## src/rtl/risc_pkg.sv

```systemverilog
// risc_pkg: shared types and defaults for the SRAM access arbiter.
package risc_pkg;
    typedef enum logic [1:0] {IDLE = 2'd0, ISSUE = 2'd1, RESP = 2'd2} arb_state_t;
    localparam logic OWN_CPU = 1'b0;
    localparam logic OWN_DMA = 1'b1;
    localparam int DEFAULT_MAX_WAIT = 4;
endpackage

```

## src/rtl/arb_wait_counter.sv

```systemverilog
// arb_wait_counter: saturating 4-bit count of consecutive lost DMA arbitrations.
module arb_wait_counter (
    input  logic       clk,
    input  logic       Reset,
    input  logic       inc,
    input  logic       clr,
    input  logic [3:0] limit,
    output logic [3:0] count,
    output logic       atLimit
);
    assign atLimit = count >= limit;
    always_ff @(posedge clk or negedge Reset)
        if (!Reset) count <= '0;
        else if (clr) count <= '0;
        else if (inc && !atLimit) count <= count + 4'd1;
endmodule

```

## src/rtl/sram_access_arbiter.sv

```systemverilog
// sram_access_arbiter: shares one single-port SRAM between CPU and DMA,
// CPU-first with a starvation guard that forces a DMA grant.
module sram_access_arbiter
    import risc_pkg::*;
#(
    parameter int AW = 8,
    parameter int DW = 8,
    parameter int MAX_WAIT = DEFAULT_MAX_WAIT
) (
    input  logic          clk,
    input  logic          Reset,
    input  logic          cpu_req,
    input  logic          cpu_we,
    input  logic [AW-1:0] cpu_addr,
    input  logic [DW-1:0] cpu_wdata,
    output logic          cpu_gnt,
    output logic          cpu_rvalid,
    output logic [DW-1:0] cpu_rdata,
    output logic          cpu_stall,
    input  logic          dma_req,
    input  logic          dma_we,
    input  logic [AW-1:0] dma_addr,
    input  logic [DW-1:0] dma_wdata,
    output logic          dma_gnt,
    output logic          dma_rvalid,
    output logic [DW-1:0] dma_rdata,
    output logic [AW-1:0] SRAMAddress,
    output logic          SRAMRead,
    output logic          SRAMWrite,
    output logic [DW-1:0] SRAMDatain,
    input  logic [DW-1:0] SRAMDataout
);
    arb_state_t state, nextState;
    logic owner, latWe, dmaWins, anyReq, waitAtLimit;
    logic [3:0] waitCnt;
    logic [DW-1:0] cpuRdataQ, dmaRdataQ;

    arb_wait_counter uWait (
        .clk(clk),
        .Reset(Reset),
        .inc(state == IDLE && dma_req && !dmaWins),
        .clr(state == IDLE && dmaWins),
        .limit(4'(MAX_WAIT)),
        .count(waitCnt),
        .atLimit(waitAtLimit)
    );

    always_comb begin
        anyReq = cpu_req | dma_req;
        dmaWins = dma_req & (~cpu_req | waitAtLimit);
        nextState = state == IDLE ? (anyReq ? ISSUE : IDLE) :
                    state == ISSUE ? (latWe ? IDLE : RESP) : IDLE;
    end

    always_ff @(posedge clk or negedge Reset) begin
        if (!Reset) begin
            state <= IDLE;
            owner <= OWN_CPU;
            latWe <= 1'b0;
            SRAMAddress <= '0;
            SRAMDatain <= '0;
            cpuRdataQ <= '0;
            dmaRdataQ <= '0;
        end else begin
            state <= nextState;
            if (state == IDLE && anyReq) begin
                owner <= dmaWins ? OWN_DMA : OWN_CPU;
                latWe <= dmaWins ? dma_we : cpu_we;
                SRAMAddress <= dmaWins ? dma_addr : cpu_addr;
                SRAMDatain <= dmaWins ? dma_wdata : cpu_wdata;
            end
            if (cpu_rvalid) cpuRdataQ <= SRAMDataout;
            if (dma_rvalid) dmaRdataQ <= SRAMDataout;
        end
    end

    // Read data is presented combinationally in RESP and held in a register afterwards.
    always_comb begin
        SRAMRead = state == ISSUE && !latWe;
        SRAMWrite = state == ISSUE && latWe;
        cpu_gnt = state == ISSUE && owner == OWN_CPU;
        dma_gnt = state == ISSUE && owner == OWN_DMA;
        cpu_rvalid = state == RESP && owner == OWN_CPU;
        dma_rvalid = state == RESP && owner == OWN_DMA;
        cpu_rdata = cpu_rvalid ? SRAMDataout : cpuRdataQ;
        dma_rdata = dma_rvalid ? SRAMDataout : dmaRdataQ;
        cpu_stall = cpu_req & ~cpu_gnt;
    end
endmodule
```

## config.mk

```make
export PLATFORM = sky130hd
export DESIGN_NAME = sram_access_arbiter
export DESIGN_NICKNAME = d
export VERILOG_FILES = /design/src/rtl/risc_pkg.sv /design/src/rtl/arb_wait_counter.sv /design/src/rtl/sram_access_arbiter.sv
export SDC_FILE = /design/constraint.sdc
export NUM_CORES = 1
export LEC_CHECK = 0
export CAP_MARGIN = 20
export CORE_ASPECT_RATIO = 1.5
export CORE_MARGIN = 5
export CORE_UTILIZATION = 38
export DETAILED_ROUTE_END_ITERATION = 12
export PLACE_DENSITY = 0.76
export SLEW_MARGIN = 10
export SYNTH_ARGS = -nofsm -noshare
export SYNTH_HDL_FRONTEND = slang
export SYNTH_HIERARCHICAL = 1
export SYNTH_SLANG_ARGS = --single-unit
```

## constraint.sdc

```tcl
create_clock -name clk -period 2.4 [get_ports clk]
set_input_delay 0.36 -clock clk [delete_from_list [all_inputs] [get_ports clk]]
set_output_delay 0.36 -clock clk [all_outputs]
set_load 0.02 [all_outputs]
```

## Word-level counts from Yosys, hierarchy flattened

Index checks and enable logic that the tools add are counted.

- $add $sub $neg: 1
- Magnitude comparators: 1
- Bitwise gates (word level): 7
- Reduce and logical (&&, ||, !) cells: 16
- Mux-type cells: 12
- Eq/ne operators: 2

Operator list:

| kind | count |
|---|---|
| 8-bit two-way mux | 4 |
| 1-bit logical AND | 11 |
| 4-bit two-way mux | 2 |
| 2-bit two-way mux | 3 |
| 4-bit by 1-bit adder with 4-bit output, second input constant | 1 |
| 4-bit by 3-bit >= comparator with 1-bit output, second input constant | 1 |
| 1-bit logical NOT | 3 |
| 1-bit two-way mux | 3 |
| 1-bit NOT | 3 |
| 1-bit AND | 2 |
| 2-bit by 1-bit == test with 1-bit output, second input constant | 1 |
| 2-bit == test, second input constant | 1 |
| 2-bit logical NOT | 1 |
| 1-bit bitwise OR | 2 |
| 2-bit nonzero test | 1 |

- Bits in registers: 40
- Output and inout bits: 39
- Bits of input ports: 46
- Word-level logic and storage cells: 47

## Depth between registers and ports, before layout

Gate-level depths: netlist (run 1).

- Depth in word-level cells: 8
- Depth in mapped cells: 10
- Depth with buffers taken out: 9

## Hierarchy

The synthesis (run 1) kept the hierarchy.

Modules (own cells, without submodules):

| module | seq. area each (µm²) | cells each | area each (µm²) | instances |
|---|---|---|---|---|
| sram_access_arbiter | 900.9 | 156 | 1695.4 | 1 |
| arb_wait_counter | 100.1 | 30 | 287.8 | 1 |

## Least setup slack after synthesis (run 1)

Ideal clock, no wire load.

- Path kind: reg-to-reg
- Start: register uWait.count[1]
- End: register uWait.count[3]
- Library setup time: 0.077 ns
- Path buffers: 1
- Arrival: 2.231 ns
- Stages on the path, launching flop included: 10
- Period minus slack after synthesis: 2.308 ns
- Data required time: 2.323 ns
- Setup slack: 0.092 ns
- Cell sequence: dfrtp_1 ha_1 o211ai_1 o21ai_0 and2b_1 clkbuf_1 and3_1 o211ai_2 or3_1 a21oi_1

- Cells in the longest elaborated chain, start to end: 7
- Elaborated cells on any way between the ends: 12
- Classes of those cells: 1 x add/sub; 1 x order compare; 2 x mux; 2 x bitwise; 6 x reduce/logical

RTL lines:

| element | line | text |
|---|---|---|
| start, declared | arb_wait_counter.sv:8 | `output logic [3:0] count,` |
| start signal, assigned | arb_wait_counter.sv:15 | `else if (inc && !atLimit) count <= count + 4'd1;` |
| 4-bit by 3-bit >= comparator with 1-bit output (*) | arb_wait_counter.sv:11 | `assign atLimit = count >= limit;` |
| net waitAtLimit | sram_access_arbiter.sv:34 | `logic owner, latWe, dmaWins, anyReq, waitAtLimit;` |
| 1-bit bitwise OR | sram_access_arbiter.sv:50 | `dmaWins = dma_req & (~cpu_req \| waitAtLimit);` |
| 1-bit AND | sram_access_arbiter.sv:50 |  |
| 1-bit logical NOT | sram_access_arbiter.sv:41 | `.inc(state == IDLE && dma_req && !dmaWins),` |
| 1-bit logical AND | sram_access_arbiter.sv:41 |  |
| 1-bit logical AND | arb_wait_counter.sv:15 |  |
| 2-bit nonzero test (no line) | - |  |

The timed path passes the listed nets; every way through them passes the cells marked *. The select of a mux whose other input is x is not followed.
A chain may end at the register's enable or synchronous reset.

## Final worst setup path (run 1)

- Start: register state[0]
- End: output dma_rdata[3]

- Cells in the longest elaborated chain, start to end: 3

RTL lines:

| element | line | text |
|---|---|---|
| start, declared | sram_access_arbiter.sv:33 | `arb_state_t state, nextState;` |
| start signal, assigned | sram_access_arbiter.sv:65 | `state <= nextState;` |
| 2-bit == test | sram_access_arbiter.sv:84 | `dma_rvalid = state == RESP && owner == OWN_DMA;` |
| 1-bit logical AND | sram_access_arbiter.sv:84 |  |
| 8-bit two-way mux | - |  |
| end, declared | sram_access_arbiter.sv:26 | `output logic [DW-1:0] dma_rdata,` |

No other way between the ends.

==> impl_metrics.json, run 1 <==
{
  "overflow": 0,
  "endpoint_kind": "primary output",
  "antenna_cells": 0,
  "finalNonFillerCells": 342,
  "dr.pass1.iters": 4,
  "grt_setup_unrepaired": "false",
  "r2r_cells": 8,
  "wl_mm": 5.205,
  "cp.arrival_ns": 1.89,
  "vias_per_cell": 5.094,
  "cap_violations": 0,
  "dpl_cell_area_um2": 2879,
  "post_drt_wl_per_cell_um": 15.22,
  "yosys.area.top_type": "dfrtp_1",
  "cts_sinks": 40,
  "ys_warn_count": 6,
  "antenna_left": 0,
  "tightest_slew_ns": 0.9135,
  "post-route-util_pct": 58.45,
  "final_design_area_no_fill_um2": 2995,
  "cts_htree_levels": 2,
  "cp.required_ns": 2.04,
  "leakagePower_nw": 1.294,
  "die_area_um2": 6793,
  "route.vias.total": 1742,
  "r2r_end": "uWait/count[3]$_DFFE_PN0P_",
  "finClkSkew_ns": 0.005933,
  "slew_headroom_pct": 39.10,
  "synth.area.top_cells": "dfrtp_1 50%, mux2_2 9.1%, a21oi_1 5.0%",
  "grt_pass1_vias": 1766,
  "clk_path_buf_depth": 2,
  "antenna_found_initial": 0,
  "place_inst": 333,
  "synth_top_area_share_pct": 50.47,
  "insertion_delay_ns": 0.29,
  "fp-row-count": 32,
  "synth_edf_count": 0,
  "cts_hold_buf": 0,
  "area_growth_pct": 51.04,
  "fp.dieH_um": 98.48,
  "path_class": "reg2out",
  "yosys-top-cells-count": "40 x dfrtp_1, 20 x a21oi_1, 20 x o21ai_0",
  "synth-main-ff-cell": "dfrtp_1",
  "first_iter_violations": 54,
  "cp_max_fo": 9,
  "synth.most_common_cell": "dfrtp_1",
  "grt_usage_pct": 15.73,
  "fp.dieW_um": 68.99,
  "netlist_area_um2": 1983,
  "timing.fmax_mhz": 444.0,
  "setup_ws_ns": 0.1480,
  "fin_nets": 324,
  "tns_ns": 0,
  "r2r_slack_ns": 0.23,
  "synth_cells": 186,
  "finalSetupViolations": 0,
  "port_buffers": 84,
  "cts_made_buffers": 5,
  "ys_ff_latch": 40,
  "drcViolationCount": 0,
  "path_clk_slew_ns": 0.08,
  "root_buffer": "clkbuf_8",
  "layout-drive-gt1-share_pct": 16.06,
  "slew_viol_final": 0,
  "ios": 85,
  "async_reset_ff_share_pct": 100.0,
  "critPathLaunchType": "flop",
  "grt_max_degree": 41,
  "start_util_pct": 38.70,
  "tritoncts": "yes",
  "grt_pass1_wl_mm": 8.183,
  "ys_seq_area_share_pct": 50.47,
  "dp_slack_ns": 0.2594,
  "r2r_start": "uWait/count[1]$_DFFE_PN0P_",
  "hold_viol_final": 0,
  "crit_path_max_incr_delay_ns": 0.61,
  "yosys.cell_types.count": 29,
  "coreArea_um2": 5125,
  "hold_class": "in2async",
  "dp_hpwl_mm": 3.927,
  "power_density_nw_per_um2": 1223,
  "routabilityCongestion": 0.8039,
  "period_share_pct": 93.83,
  "status": "finished, final reports clean",
  "path_cells": "nand3b_1 > buf_4 > mux2_2 > clkdlybuf4s50_1",
  "slowest_stage": "clkdlybuf4s50_1",
  "peakVddDrop_v": 0.0005250,
  "period_needed_ns": 2.252,
  "avgSynthCellArea_um2": 10.66
}
## stage by stage
stage          hold slack (ns)  power (mW)
2_1_floorplan          0.06441       2.350
3_3_place_gp            0.4684       3.205
3_5_place_dp            0.4722       3.265
4_1_cts                 0.2252       3.726
5_1_grt                 0.2631       3.912
6_report                0.1998       3.662
## logic make-up after synthesis
logic type / share of synthesized area [%]
and+or+nand+nor: 10.79
other: 0.3787
buffers and inverters: 5.615
muxes: 9.590
adders and majority gates: 3.155
DFF: 50.47
xor gates and xnor gates: 0.4417
AOI/OAI and AO/OA: 19.56
## worst max-delay path, delay by kind of cell, from the launching register on
kind,cells,cell delay (ns)
buffers and inverters,2,0.79
DFF,1,0.40
and+or+nand+nor,1,0.17
muxes,1,0.24
## area by class of cell
class | count | area (um^2)
Clock buffer | 6 | 82.58
Clock inverter | 2 | 10.01
Fill cell | 483 | 2130
Inverter | 9 | 33.78
Multi-Input combinational cell | 126 | 878.3
Sequential cell | 40 | 1001
Tap cell | 68 | 85.08
Timing Repair Buffer | 91 | 904.6
## sequential cells by signal, indices dropped and copies added (netlist names)
name and count:
SRAMAddress 8, SRAMDatain 8, cpuRdataQ 8, dmaRdataQ 8, latWe 1, owner 1, state 2, uWait/count 4
## power breakdown
| group | total (mW) | leakage (nW) | switching (mW) | internal (mW) |
|---|---|---|---|---|
| combinational | 2.06 | 0.772 | 1.07 | 0.988 |
| sequential | 1.15 | 0.472 | 0.151 | 0.997 |
| clock | 0.457 | 0.0510 | 0.228 | 0.229 |
| total | 3.66 | 1.29 | 1.45 | 2.21 |
## cells in the final DEF (no fill, tap or decap), types with 6 or more instances in the layout
cell type and instances:
nand3_1 18, dlymetal6s2s_1 7, a31oi_1 9, clkbuf_8 6, o21ai_0 20, nor2_1 8, inv_1 9, mux2_2 16
a21oi_1 20, clkdlybuf4s50_1 75, buf_4 7, a31oi_2 8, dfrtp_1 40
## worst max-delay path by stage
stage	startpoint	end	slack, ns	cells past startpoint
CTS	owner$_DFFE_PN0P_	cpu_rdata[3]	0.002	4
finish	state[0]$_DFF_PN0_	dma_rdata[3]	0.15	4
floorplan	uWait/count[1]$_DFFE_PN0P_	uWait/count[3]$_DFFE_PN0P_	0.09	9
detailed placement	uWait/count[1]$_DFFE_PN0P_	uWait/count[2]$_DFFE_PN0P_	0.26	8
global route	uWait/count[1]$_DFFE_PN0P_	uWait/count[3]$_DFFE_PN0P_	0.05	8
global placement	state[0]$_DFF_PN0_	dma_rdata[0]	0.30	3
## metal layers
metal | GRT usage (%) | vias up | share of wire, %
li1 | - | 838 | -
met1 | 17.07 | 828 | 37
met2 | 27.43 | 68 | 52
met3 | 4.561 | 8 | 8.9
met4 | 6.607 | 0 | 1.7
met5 | 0 | - | 0
## repair_timing
item	4_1_cts	5_1_grt
setup buffers	1	0
gates resized for setup	1	7
setup endpoints to repair	9	7
Note: power is estimated with default switching activity, not from simulation.
==> inputs of run 2 (changes only) <==
--- a/config.mk
+++ b/config.mk
@@ -11,8 +11,8 @@
 export CORE_UTILIZATION = 38
 export DETAILED_ROUTE_END_ITERATION = 12
 export PLACE_DENSITY = 0.76
-export SLEW_MARGIN = 10
 export SYNTH_ARGS = -nofsm -noshare
 export SYNTH_HDL_FRONTEND = slang
 export SYNTH_HIERARCHICAL = 1
 export SYNTH_SLANG_ARGS = --single-unit
+export TNS_END_PERCENT = 30
==> results of run 2 <==
No change in the layout: final DEF, timing and power equal those of run 1.
